### src/rtl/color_pkg.sv
// Shared constants, types and helpers for the colour/pixel FIFO blocks.
package color_pkg;

    localparam int PIXEL_W       = 32;
    localparam int DEFAULT_DEPTH = 8;
    localparam int DEFAULT_AEMPTY = 1;

    typedef struct packed {
        logic empty;
        logic full;
    } fifo_flags_t;

    // Smallest r with 2**r >= n; usable in parameter defaults.
    function automatic int clog2(input int n);
        int r;
        r = 0;
        while ((1 << r) < n) begin
            r = r + 1;
        end
        return r;
    endfunction

    function automatic int default_afull(input int depth);
        return depth - 2;
    endfunction

endpackage

### src/rtl/color_fifo_ram.sv
// Simple dual-port storage: synchronous write, asynchronous read, no reset.
module color_fifo_ram #(
    parameter int DATA_WIDTH = 32,
    parameter int DEPTH      = 8,
    parameter int ADDR_W     = 3
) (
    input  logic                  clk,
    input  logic                  we_i,
    input  logic [ADDR_W-1:0]     waddr_i,
    input  logic [DATA_WIDTH-1:0] wdata_i,
    input  logic [ADDR_W-1:0]     raddr_i,
    output logic [DATA_WIDTH-1:0] rdata_o
);

    logic [DATA_WIDTH-1:0] mem_q [DEPTH];

    always_ff @(posedge clk) begin
        if (we_i) begin
            mem_q[waddr_i] <= wdata_i;
        end
    end

    assign rdata_o = mem_q[raddr_i];

endmodule

### src/rtl/color_fifo.sv
// First-word-fall-through pixel FIFO with rts/rtr handshakes, occupancy and watermarks.
// Optional high-water-mark output enabled by defining COLOR_FIFO_HWM_EN.
module color_fifo
    import color_pkg::*;
#(
    parameter int DATA_WIDTH    = PIXEL_W,
    parameter int DEPTH         = DEFAULT_DEPTH,
    parameter int ADDR_W        = clog2(DEPTH),
    parameter int AFULL_THRESH  = default_afull(DEPTH),
    parameter int AEMPTY_THRESH = DEFAULT_AEMPTY
) (
    input  logic                  clk,
    input  logic                  rst_,
    input  logic                  flush,
    input  logic [DATA_WIDTH-1:0] in_data,
    input  logic                  in_rts,
    output logic                  in_rtr,
    output logic [DATA_WIDTH-1:0] out_data,
    output logic                  out_rts,
    input  logic                  out_rtr,
    output logic [ADDR_W:0]       count,
    output logic                  almost_full,
    output logic                  almost_empty
`ifdef COLOR_FIFO_HWM_EN
    ,
    output logic [ADDR_W:0]       hwm
`endif
);

    if (DEPTH < 2 || DEPTH != (1 << ADDR_W)) begin : g_bad_depth
        $error("color_fifo: DEPTH must be a power of two >= 2 equal to 2**ADDR_W");
    end
    if (AFULL_THRESH < 0 || AFULL_THRESH > DEPTH) begin : g_bad_afull
        $error("color_fifo: AFULL_THRESH outside 0..DEPTH");
    end
    if (AEMPTY_THRESH < 0 || AEMPTY_THRESH > DEPTH) begin : g_bad_aempty
        $error("color_fifo: AEMPTY_THRESH outside 0..DEPTH");
    end

    localparam logic [ADDR_W:0] AFullThr  = AFULL_THRESH[ADDR_W:0];
    localparam logic [ADDR_W:0] AEmptyThr = AEMPTY_THRESH[ADDR_W:0];

    logic [ADDR_W:0] wr_ptr_q, wr_ptr_d;
    logic [ADDR_W:0] rd_ptr_q, rd_ptr_d;
    logic [ADDR_W:0] count_q, count_d;
    fifo_flags_t     flags;
    logic            in_xfc, out_xfc;

    // Wrap bit distinguishes full from empty when the low bits match.
    always_comb begin
        flags.empty = (wr_ptr_q == rd_ptr_q);
        flags.full  = (wr_ptr_q[ADDR_W-1:0] == rd_ptr_q[ADDR_W-1:0]) &&
                      (wr_ptr_q[ADDR_W] != rd_ptr_q[ADDR_W]);
    end

    assign in_rtr  = !flags.full && !flush;
    assign out_rts = !flags.empty && !flush;
    assign in_xfc  = in_rts && in_rtr;
    assign out_xfc = out_rts && out_rtr;

    always_comb begin
        wr_ptr_d = wr_ptr_q;
        rd_ptr_d = rd_ptr_q;
        count_d  = count_q;
        if (flush) begin
            wr_ptr_d = '0;
            rd_ptr_d = '0;
            count_d  = '0;
        end else begin
            if (in_xfc) begin
                wr_ptr_d = wr_ptr_q + 1'b1;
            end
            if (out_xfc) begin
                rd_ptr_d = rd_ptr_q + 1'b1;
            end
            unique case ({in_xfc, out_xfc})
                2'b10:   count_d = count_q + 1'b1;
                2'b01:   count_d = count_q - 1'b1;
                default: count_d = count_q;
            endcase
        end
    end

    always_ff @(posedge clk or negedge rst_) begin
        if (!rst_) begin
            wr_ptr_q <= '0;
            rd_ptr_q <= '0;
            count_q  <= '0;
        end else begin
            wr_ptr_q <= wr_ptr_d;
            rd_ptr_q <= rd_ptr_d;
            count_q  <= count_d;
        end
    end

    color_fifo_ram #(
        .DATA_WIDTH (DATA_WIDTH),
        .DEPTH      (DEPTH),
        .ADDR_W     (ADDR_W)
    ) u_ram (
        .clk     (clk),
        .we_i    (in_xfc),
        .waddr_i (wr_ptr_q[ADDR_W-1:0]),
        .wdata_i (in_data),
        .raddr_i (rd_ptr_q[ADDR_W-1:0]),
        .rdata_o (out_data)
    );

    assign count        = count_q;
    assign almost_full  = (count_q >= AFullThr);
    assign almost_empty = (count_q <= AEmptyThr);

`ifdef COLOR_FIFO_HWM_EN
    // Peak occupancy; deliberately untouched by flush.
    logic [ADDR_W:0] hwm_q, hwm_d;

    always_comb begin
        hwm_d = hwm_q;
        if (count_q > hwm_q) begin
            hwm_d = count_q;
        end
    end

    always_ff @(posedge clk or negedge rst_) begin
        if (!rst_) begin
            hwm_q <= '0;
        end else begin
            hwm_q <= hwm_d;
        end
    end

    assign hwm = hwm_q;
`endif

endmodule
### config.mk
export PLATFORM = sky130hd
export DESIGN_NAME = color_fifo
export DESIGN_NICKNAME = d
export VERILOG_FILES = /design/src/rtl/color_pkg.sv /design/src/rtl/color_fifo_ram.sv /design/src/rtl/color_fifo.sv
export SDC_FILE = /design/constraint.sdc
export NUM_CORES = 1
export LEC_CHECK = 0
export CAP_MARGIN = 5
export CELL_PAD_IN_SITES_DETAIL_PLACEMENT = 1
export CELL_PAD_IN_SITES_GLOBAL_PLACEMENT = 2
export CORE_AREA = 8 8 209 161
export DETAILED_ROUTE_END_ITERATION = 16
export DIE_AREA = 0 0 217 169
export GPL_TIMING_DRIVEN = 0
export HOLD_SLACK_MARGIN = 0.03
export MAX_ROUTING_LAYER = met4
export PLACE_DENSITY_LB_ADDON = 0.1
export SLEW_MARGIN = 40
export SYNTH_ARGS = -nofsm -noshare
export SYNTH_HDL_FRONTEND = slang
export SYNTH_SLANG_ARGS = --single-unit
### constraint.sdc
create_clock -name clk -period 7.5 [get_ports clk]
set_input_delay 1.5 -clock clk [delete_from_list [all_inputs] [get_ports clk]]
set_output_delay 1.5 -clock clk [all_outputs]
set_load 0.02 [all_outputs]
==> results of run 1 <==
-- final cells by class --
| class | instances | area [um2] | area share [%] |
|---|---|---|---|
| clock buffers | 38 | 759 | 5.84 |
| plain buffers | 24 | 113 | 0.865 |
| multi-input cells | 175 | 2410 | 18.5 |
| well taps | 406 | 508 | 3.90 |
| inverters | 6 | 22.5 | 0.173 |
| flip-flops and latches | 268 | 7990 | 61.4 |
| diodes | 1 | 2.50 | 0.0192 |
| clock inverters | 13 | 60.1 | 0.462 |
| repair buffers | 101 | 1150 | 8.82 |
-- Yosys cell counts, types with 2 or more instances --
library cell  number
xnor2_1            5
nand2_1            6
clkbuf_1           7
buf_1              5
nor2_1            16
ha_1               6
buf_2             11
edfxtp_1         256
nand3_1            3
a41oi_1            3
nor3_1             4
or3_1              3
nand2b_1           5
mux2_2            33
mux4_2            64
xnor2_2            2
or2b_1             2
mux2i_1            3
dfrtp_1           12
o21ai_0            4
xor2_1             3
inv_1              6
-- per-layer routing --
layer	up-vias	GRT usage, %	part of all wire, %
met5	-	-	0
met4	0	2.94	1.9
met3	35	2.75	4.1
met2	81	21.7	47
met1	2722	18.0	47
li1	2223	-	-
-- worst max-delay path, stage by stage (launching register included) --
cell and delay [ns]:
dfrtp_1 0.48, buf_1 0.49, clkbuf_1 0.68, mux4_2 0.41
mux2_2 0.30, clkdlybuf4s50_1 0.55
-- kinds of logic (layout without fill, tap and decap cells) --
kind of cell | after synthesis | in the layout | share of synthesized area [%]
AO/OA/AOI/OAI | 14 | 14 | 1.02
multiplexers | 100 | 100 | 17.6
XOR/XNOR | 10 | 10 | 0.980
buffers and inverters | 30 | 182 | 1.24
other | 0 | 1 | 0
AND/OR/NAND/NOR | 45 | 45 | 2.19
flip-flops | 268 | 268 | 76.3
adder cells (fa/ha/maj) | 6 | 6 | 0.717
-- through the flow --
| step | worst slack [ns] | area [um2] | hold WS, ns | cells |
|---|---|---|---|---|
| 6_report | 2.56 | 13000 | 0.580 | 1032 |
| 5_1_grt | 2.34 | 13000 | 0.625 | 1032 |
| 4_1_cts | 2.42 | 13000 | 0.583 | 1031 |
| 3_5_place_dp | 2.90 | 12200 | 0.576 | 980 |
| 3_3_place_gp | -0.483 | 11700 | 0.524 | 954 |
| 2_1_floorplan | 2.68 | 10500 | 0.509 | 473 |
-- registers in the layout, summed over array words and instances, names as in the netlist --
signal / cells
count: 4
rd_ptr_q: 4
wr_ptr_q: 4
u_ram.mem_q: 256
-- report_power, final --
group	leakage, nW	internal (mW)	switching, mW	total [mW]
clock	0.394	0.704	0.552	1.26
sequential	2.48	1.67	0.0212	1.69
combinational	1.25	0.342	0.332	0.674
-- worst paths after layout --
kind | startpoint | to | depth (start not counted) | slack, ns
max in group asynchronous | rst_ | wr_ptr_q[3]$_DFFE_PN0P_ | 1 | 5.71
worst max-delay path | rd_ptr_q[1]$_DFFE_PN0P_ | out_data[18] | 5 | 2.56
min in group asynchronous | rst_ | rd_ptr_q[3]$_DFFE_PN0P_ | 1 | 1.36
worst max register to register | wr_ptr_q[0]$_DFFE_PN0P_ | u_ram.mem_q[0][25]$_DFFE_PP_ | 7 | 4.87
worst min register to register | wr_ptr_q[3]$_DFFE_PN0P_ | wr_ptr_q[3]$_DFFE_PN0P_ | 1 | 0.58
worst min-delay path | wr_ptr_q[3]$_DFFE_PN0P_ | wr_ptr_q[3]$_DFFE_PN0P_ | 1 | 0.58
==> flow_metrics.env, run 1 <==
export IMPL_syn_cell_area_um2=10500
export IMPL_worstSetupPathType="reg -> out"
export IMPL_wl_mm=24.1
export IMPL_via_count=5061
export IMPL_tightest_slew_ns=0.815
export IMPL_synth_edf_count=256
export IMPL_row_count=56
export IMPL_dp_hpwl_mm=16.0
export IMPL_worstSetupEndpointType="primary output"
export IMPL_crit_path_max_fanout=10
export IMPL_ys_ff_latch=268
export IMPL_clock_sinks=268
export IMPL_design_core_area_um2=30500
export IMPL_final_common_cell="edfxtp_1"
export IMPL_num_fill_cells=2921
export IMPL_routabilityCongestion=0.707
export IMPL_hold_buffers=0
export IMPL_grt_pass1_wl_mm=36.3
export IMPL_hold_violations=0
export IMPL_cp_data_required_time_ns=6.00
export IMPL_post_route_period_util_pct=65.9
export IMPL_hold_path_class="reg -> reg"
export IMPL_yosysSeqAreaShare_pct=76.3
export IMPL_ir_drop_mv=0.170
export IMPL_grt_pass1_vias=5633
export IMPL_p_leak_nw=4.12
export IMPL_die_area_um2=36700
export IMPL_syn_num_nets=516
export IMPL_final_min_clock_period_ns=4.94
export IMPL_clock_skew_final_ns=0.0117
export IMPL_clk_pin_slew_ns=0.07
export IMPL_crit_arrival_ns=3.44
export IMPL_drc_errors=0
export IMPL_start_util_pct=34.3
export IMPL_die_w_um=217
export IMPL_grt_max_degree=15
export IMPL_max_cap_violations=0
export IMPL_grt_usage_pct=13.6
export IMPL_post_cts_buffers=0
export IMPL_cts_tree="yes"
export IMPL_synthTopCellsByArea="edfxtp_1 73%, mux4_2 14%, mux2_2 3.5%, dfrtp_1 2.9%, ha_1 0.72%"
export IMPL_drtIter0Drc=202
export IMPL_drt_vias_per_instance=4.90
export IMPL_overflow=0
export IMPL_ys_async_sr_fraction_pct=4.48
export IMPL_synthCells=473
export IMPL_fin_nets=647
export IMPL_cts_htree_levels=1
export IMPL_antenna_found_initial=1
export IMPL_clockBufferDepth=3
export IMPL_fin_util_pct=42.6
export IMPL_cts_root_buf="clkbuf_16"
export IMPL_p_per_area_nw_per_um2=278
export IMPL_pin_count=77
export IMPL_slew_viol_final=0
export IMPL_yosysWarnings=0
export IMPL_yosysUniqueCellTypes=36
export IMPL_synth_ff_type="edfxtp_1"
export IMPL_die_h_um=169
export IMPL_cts_buffers=28
export IMPL_rsz0062_at_grt="false"
export IMPL_yosys_area_top_type="edfxtp_1"
export IMPL_start_kind="flop"
export IMPL_syn_avg_cell_area_um2=22.1
export IMPL_yosysTopAreaCellShare_pct=73.4
export IMPL_run_status="finished clean"
export IMPL_area_growth_pct=24.2
export IMPL_dr_pass1_iters=4
export IMPL_ctsResizeCount=0
export IMPL_ant_nets=0
export IMPL_max_freq_ghz=0.202
export IMPL_wl_per_cell_um=23.4
export IMPL_clk_latency_ns=0.54
export IMPL_setup_viol=0
export IMPL_relSlewSlack_pct=45.7
export IMPL_layout_common_cells="256 x edfxtp_1, 75 x clkdlybuf4s50_1, 64 x mux4_2"
export IMPL_portBuffers=75
export IMPL_fin_setup_tns_ns=0
export IMPL_p_total_mw=3.62
export IMPL_drive_gt1_share_pct=29.4
Note: power is estimated with default switching activity, not from simulation.
==> run 2: changes to the inputs <==
- clock period: 7.5 -> 4.3 ns (I/O delays scaled with it)
==> run 2 against run 1 <==
Clock power up 74%. Via count down 0.18%. First-iteration DRC count up 12%. Count of clock-buffer cells in the layout unchanged. Sequential power up 75%. Critical path depth up 1. Die area unchanged. Total power up 75%. Sequential cell count unchanged. Largest power group unchanged.
==> flow_metrics.env, run 2 (synthesized netlist as in run 1, its figures left out) <==
export IMPL_run_status="finished clean"
export IMPL_tightest_slew_ns=0.799
export IMPL_cp_top_family="buffers and inverters"
export IMPL_crit_chain="buf_2 -> buf_2 -> clkbuf_4 -> mux4_2 -> mux2_2 -> clkdlybuf4s50_1"
export IMPL_cp_data_required_time_ns=3.44
export IMPL_grt_usage_pct=13.6
export IMPL_via_count=5052
export IMPL_grt_max_degree=15
export IMPL_cp_common_cell="buf_2"
export IMPL_drive_gt1_share_pct=29.9
export IMPL_worst_path_largest_cell_delay_ns=0.55
export IMPL_p_sw_share_pct=24.9
export IMPL_largest_register="u_ram.mem_q"
export IMPL_final_min_clock_period_ns=4.08
export IMPL_setup_viol=0
export IMPL_power_frac_comb_pct=18.7
export IMPL_worstSetupEndpointType="primary output"
export IMPL_design_core_area_um2=30500
export IMPL_fin_ws_ns=0.223
export IMPL_dpl_cell_area_um2=12200
export IMPL_dp_hpwl_mm=16.0
export IMPL_p_total_mw=6.32
export IMPL_max_cap_violations=0
export IMPL_cts_buffers=28
export IMPL_worstSetupPathType="reg -> out"
export IMPL_drc_errors=0
export IMPL_layout_common_cells="256 x edfxtp_1, 75 x clkdlybuf4s50_1, 64 x mux4_2"
export IMPL_area_growth_pct=24.4
export IMPL_start_kind="flop"
export IMPL_p_clk_share_pct=34.6
export IMPL_clk_latency_ns=0.54
export IMPL_drtIter0Drc=227
export IMPL_crit_arrival_ns=3.22
export IMPL_num_fill_cells=2923
export IMPL_relSlewSlack_pct=46.7
export IMPL_p_leak_nw=4.13
export IMPL_cts_tree="yes"
export IMPL_power_switching_mw=1.58
export IMPL_overflow=0
export IMPL_pin_count=77
export IMPL_slew_viol_final=0
export IMPL_rsz0062_at_grt="false"
export IMPL_cts_root_buf="clkbuf_16"
export IMPL_largest_register_ffs=256
export IMPL_dr_pass1_iters=4
export IMPL_clock_skew_final_ns=0.0128
export IMPL_fin_nets=647
export IMPL_clock_sinks=268
export IMPL_grt_pass1_vias=5633
export IMPL_crit_path_max_fanout=10
export IMPL_portBuffers=75
export IMPL_intPower_mw=4.75
export IMPL_start_util_pct=34.3
export IMPL_place_inst=980
export IMPL_reg2reg_slack_ns=1.66
export IMPL_pre_cts_ws_ns=0.485
export IMPL_worst_path_max_delay_cell="mux4_2"
export IMPL_hold_path_class="reg -> reg"
export IMPL_die_h_um=169
export IMPL_routabilityCongestion=0.707
export IMPL_critPathBufInv=4
export IMPL_row_count=56
export IMPL_clk_pin_slew_ns=0.07
export IMPL_clockBufferDepth=3
export IMPL_cts_htree_levels=1
export IMPL_wl_per_cell_um=23.4
export IMPL_hold_ws_ns=0.580
export IMPL_stdcell_area_um2=13000
export IMPL_p_per_area_nw_per_um2=485
export IMPL_final_cells=1032
export IMPL_p_seq_share_pct=46.7
export IMPL_max_freq_ghz=0.245
export IMPL_post_route_period_util_pct=94.8
export IMPL_drt_vias_per_instance=4.90
export IMPL_antenna_found_initial=1
export IMPL_final_common_cell="edfxtp_1"
export IMPL_ant_nets=0
export IMPL_die_area_um2=36700
export IMPL_ir_drop_mv=0.289
export IMPL_grt_pass1_wl_mm=36.3
export IMPL_die_w_um=217
export IMPL_hold_violations=0
export IMPL_wl_mm=24.1
==> run 2: changes by cell type in the layout (fill, tap and decap cells not counted) <==
cell             change
buf_2                -3
clkbuf_1             -1
clkbuf_2             +1
clkdlybuf4s15_2      +1
clkbuf_4             +4
buf_1                -2
==> run 2: metal layers <==
layer  routed length (um)  vias up  global-route usage [%]  part of all wire [%]
met5                    0        -                       -                     0
met3                  938       35                    2.75                   3.9
li1                     -     2226                       -                     -
met2                11400       80                    21.7                    47
met1                11300     2711                    18.0                    47
met4                  446        0                    2.94                   1.9
==> run 2: path summary, 6_finish.rpt <==
path | from | end | depth (start not counted)
max | rd_ptr_q[0]$_DFFE_PN0P_ | out_data[5] | 6
max reg2reg | wr_ptr_q[0]$_DFFE_PN0P_ | u_ram.mem_q[4][26]$_DFFE_PP_ | 8
min in group asynchronous | rst_ | rd_ptr_q[3]$_DFFE_PN0P_ | 1
min reg2reg | wr_ptr_q[3]$_DFFE_PN0P_ | wr_ptr_q[3]$_DFFE_PN0P_ | 1
max in group asynchronous | rst_ | count[1]$_DFFE_PN0P_ | 1
min | wr_ptr_q[3]$_DFFE_PN0P_ | wr_ptr_q[3]$_DFFE_PN0P_ | 1
==> run 2: power by group through the flow <==
stage	clock, mW	sequential (mW)	combinational, mW
6_report	2.19	2.95	1.18
5_1_grt	2.37	2.96	1.28
4_1_cts	2.27	2.95	1.21
3_5_place_dp	0	3.01	1.21
3_3_place_gp	0	3.01	1.17
2_1_floorplan	0	3.01	0.721
==> run 2: per-stage QoR <==
step | setup TNS (ns) | util (%)
2_1_floorplan | 0 | -
3_3_place_gp | -392.25 | 38.4
3_5_place_dp | 0 | 39.9
4_1_cts | 0 | 42.6
5_1_grt | 0 | 42.7
6_report | 0 | 42.7
==> run 2: layout make-up <==
| class | instances | area [um2] | share of cell area, % |
|---|---|---|---|
| buffer | 24 | 133 | 1.02 |
| clock inverter | 13 | 60.1 | 0.461 |
| antenna | 1 | 2.50 | 0.0192 |
| sequential | 268 | 7990 | 61.3 |
| timing repair buffer | 101 | 1150 | 8.80 |
| clock buffer | 38 | 759 | 5.83 |
| inverter | 6 | 22.5 | 0.173 |
| multi-input combinational | 175 | 2410 | 18.5 |
| tap | 406 | 508 | 3.90 |
==> run 2: worst reg2reg max path, cell delays in order, from the launching register on <==
cell and delay [ns]:
dfrtp_1 0.38, buf_2 0.18, xnor2_2 0.20, a41oi_2 0.32, nand2_1 0.30, nor3_2 0.36, buf_4 0.24, buf_4 0.19
buf_4 0.17
==> run 2: timing repair <==
action | in CTS | in global routing
hold buffers | 0 | 0
buffers inserted | 0 | 0
gates resized for setup | 4 | 5
endpoints found under the setup margin | 29 | 24
==> run 3: changes to the inputs <==
- CORE_AREA: 8 8 209 161 -> 8 8 211 163
- DIE_AREA: 0 0 217 169 -> 0 0 219 171
- SYNTH_HIERARCHICAL: default -> 1
==> run 3 against run 2 <==
Largest power group unchanged. Largest cell class unchanged. Sequential share of layout area down 1.4 points. Critical path type unchanged. Highest routed layer unchanged. Clock power up 8%. Clock skew is 0.0067 ns lower. Via count rose by 4.0%. Total power increased by 1.7%.
==> flow_metrics.env, run 3 <==
export IMPL_run_status="finished clean"
export IMPL_start_kind="flop"
export IMPL_overflow=0
export IMPL_portBuffers=76
export IMPL_drtIter0Drc=232
export IMPL_wl_per_cell_um=23.3
export IMPL_die_w_um=219
export IMPL_dpl_cell_area_um2=12400
export IMPL_synthTopCellsByArea="edfxtp_1 72%, mux4_1 9.8%, mux4_2 5.0%, mux2_2 3.5%, dfrtp_1 2.8%"
export IMPL_grt_pass1_vias=5879
export IMPL_area_growth_pct=24.5
export IMPL_setup_viol=0
export IMPL_worst_path_largest_cell_delay_ns=0.54
export IMPL_fin_nets=659
export IMPL_drc_errors=0
export IMPL_max_cap_violations=0
export IMPL_synth_top_family_by_area="multiplexers"
export IMPL_cp_top_family="buffers and inverters"
export IMPL_cts_root_buf="clkbuf_16"
export IMPL_relSlewSlack_pct=43.9
export IMPL_syn_num_nets=524
export IMPL_largest_register_ffs=256
export IMPL_ctsResizeCount=0
export IMPL_synth_mux_area_share_pct=18.3
export IMPL_stdcell_area_um2=13300
export IMPL_grt_max_degree=15
export IMPL_fin_util_pct=43.2
export IMPL_layout_common_cells="256 x edfxtp_1, 76 x clkdlybuf4s50_1, 40 x mux4_1"
export IMPL_worstSetupPathType="reg -> out"
export IMPL_synth_compound_area_share_pct=1.33
export IMPL_synth_most_common_cell="edfxtp_1"
export IMPL_clock_sinks=268
export IMPL_cts_tree="yes"
export IMPL_max_freq_ghz=0.250
export IMPL_syn_avg_cell_area_um2=22.3
export IMPL_wl_mm=24.4
export IMPL_p_per_area_nw_per_um2=483
export IMPL_grt_usage_pct=13.6
export IMPL_routabilityCongestion=0.713
export IMPL_synthCells=481
export IMPL_synth_ff_type="edfxtp_1"
export IMPL_num_fill_cells=2904
export IMPL_synthTopCellsByCount="256 x edfxtp_1, 40 x mux4_1, 33 x mux2_2"
export IMPL_ir_drop_mv=0.271
export IMPL_syn_cell_area_um2=10700
export IMPL_hold_path_class="reg -> reg"
export IMPL_p_leak_nw=4.34
export IMPL_dp_hpwl_mm=16.3
export IMPL_yosysWarnings=6
export IMPL_final_min_clock_period_ns=4.00
export IMPL_rsz0062_at_grt="false"
export IMPL_crit_path_max_fanout=10
export IMPL_ant_nets=0
export IMPL_crit_chain="clkbuf_1 -> buf_2 -> mux4_1 -> mux2_2 -> clkdlybuf4s50_1"
export IMPL_hold_ws_ns=0.612
export IMPL_pin_count=77
export IMPL_clockBufferDepth=3
export IMPL_hold_violations=0
export IMPL_design_core_area_um2=30800
export IMPL_row_count=56
export IMPL_tightest_slew_ns=0.842
export IMPL_die_area_um2=37400
export IMPL_start_util_pct=34.7
export IMPL_post_cts_buffers=0
export IMPL_yosys_area_share_adder_pct=0.701
export IMPL_final_common_cell="edfxtp_1"
export IMPL_antenna_found_initial=1
export IMPL_drt_vias_per_instance=5.03
export IMPL_critPathBufInv=3
export IMPL_cts_htree_levels=1
export IMPL_cts_buffers=28
export IMPL_crit_arrival_ns=3.14
export IMPL_ys_async_sr_fraction_pct=4.48
export IMPL_clk_pin_slew_ns=0.06
export IMPL_ys_ff_latch=268
export IMPL_synth_xor_area_share_pct=1.36
export IMPL_yosysTopAreaCellShare_pct=71.8
export IMPL_clock_skew_final_ns=0.00609
export IMPL_yosysSeqAreaShare_pct=74.6
export IMPL_worstSetupEndpointType="primary output"
export IMPL_die_h_um=171
export IMPL_largest_register="u_ram/mem_q"
export IMPL_worst_path_max_delay_cell="clkdlybuf4s50_1"
export IMPL_dr_pass1_iters=4
export IMPL_grt_pass1_wl_mm=37.1
export IMPL_yosys_area_top_type="edfxtp_1"
export IMPL_yosys_area_share_simple_pct=2.32
export IMPL_yosysUniqueCellTypes=37
export IMPL_synth_edf_count=256
export IMPL_slew_viol_final=0
export IMPL_via_count=5253
export IMPL_drive_gt1_share_pct=23.7
export IMPL_clk_latency_ns=0.53
export IMPL_cp_data_required_time_ns=3.44
export IMPL_post_route_period_util_pct=93.1
export IMPL_hold_buffers=0
[run 3: area by class of cell]
class	count	area (um2)	share of cell area [%]
flip-flops and latches	268	7990	59.9
plain buffers	20	138	1.03
inverters	3	11.3	0.0845
clock inverters	19	161	1.21
diodes	1	2.50	0.0188
clock buffers	33	741	5.56
well taps	406	508	3.81
repair buffers	105	1150	8.64
multi-input cells	190	2630	19.7
[run 3: worst register-to-register path, stage by stage, from the launching register on]
cell,delay (ns)
dfrtp_1,0.60
xnor2_1,0.17
a41oi_1,0.27
buf_2,0.28
nand2_1,0.26
nor3_2,0.46
buf_4,0.26
buf_2,0.21
buf_4,0.20
[run 3: through the flow]
step / instances / setup TNS, ns / total power [mW] / setup slack [ns]
final: 1045 / 0 / 6.43 / 0.298
after floorplan: 481 / 0 / 3.69 / 0.124
after global placement: 963 / -497.27 / 4.12 / -3.33
after global routing: 1045 / 0 / 6.67 / 0.133
after detailed placement: 992 / 0 / 4.15 / 0.444
after CTS: 1044 / 0 / 6.55 / 0.224
[run 3: metal layers]
metal	share of wire (%)	track usage, %
met4	1.6	2.64
met3	3.7	2.68
met2	49	22.1
met5	0	-
met1	46	17.7
[run 3: worst paths after layout]
| check | slack [ns] | endpoint | cells past startpoint | from |
|---|---|---|---|---|
| worst max-delay path | 0.30 | out_data[21] | 5 | rd_ptr_q[2]$_DFFE_PN0P_ |
| worst min-delay path | 0.61 | rd_ptr_q[3]$_DFFE_PN0P_ | 2 | rd_ptr_q[3]$_DFFE_PN0P_ |
| worst max register to register | 1.29 | u_ram/mem_q[4][13]$_DFFE_PP_ | 8 | wr_ptr_q[0]$_DFFE_PN0P_ |
| worst min register to register | 0.61 | rd_ptr_q[3]$_DFFE_PN0P_ | 2 | rd_ptr_q[3]$_DFFE_PN0P_ |
| max in group asynchronous | 3.15 | rd_ptr_q[1]$_DFFE_PN0P_ | 1 | rst_ |
| min in group asynchronous | 0.73 | count[0]$_DFFE_PN0P_ | 1 | rst_ |
[run 3: cells by family after synthesis]
logic type | after synthesis
buf+inv | 23
compound gates | 19
mux | 97
xor+xnor | 14
flops | 268
fa+ha+maj | 6
simple gates | 54
[run 3: report_power, final]
part	internal [mW]	leakage, nW	switching (mW)
clock network	1.40	0.444	0.965
logic	0.572	1.42	0.532
registers	2.91	2.48	0.0478
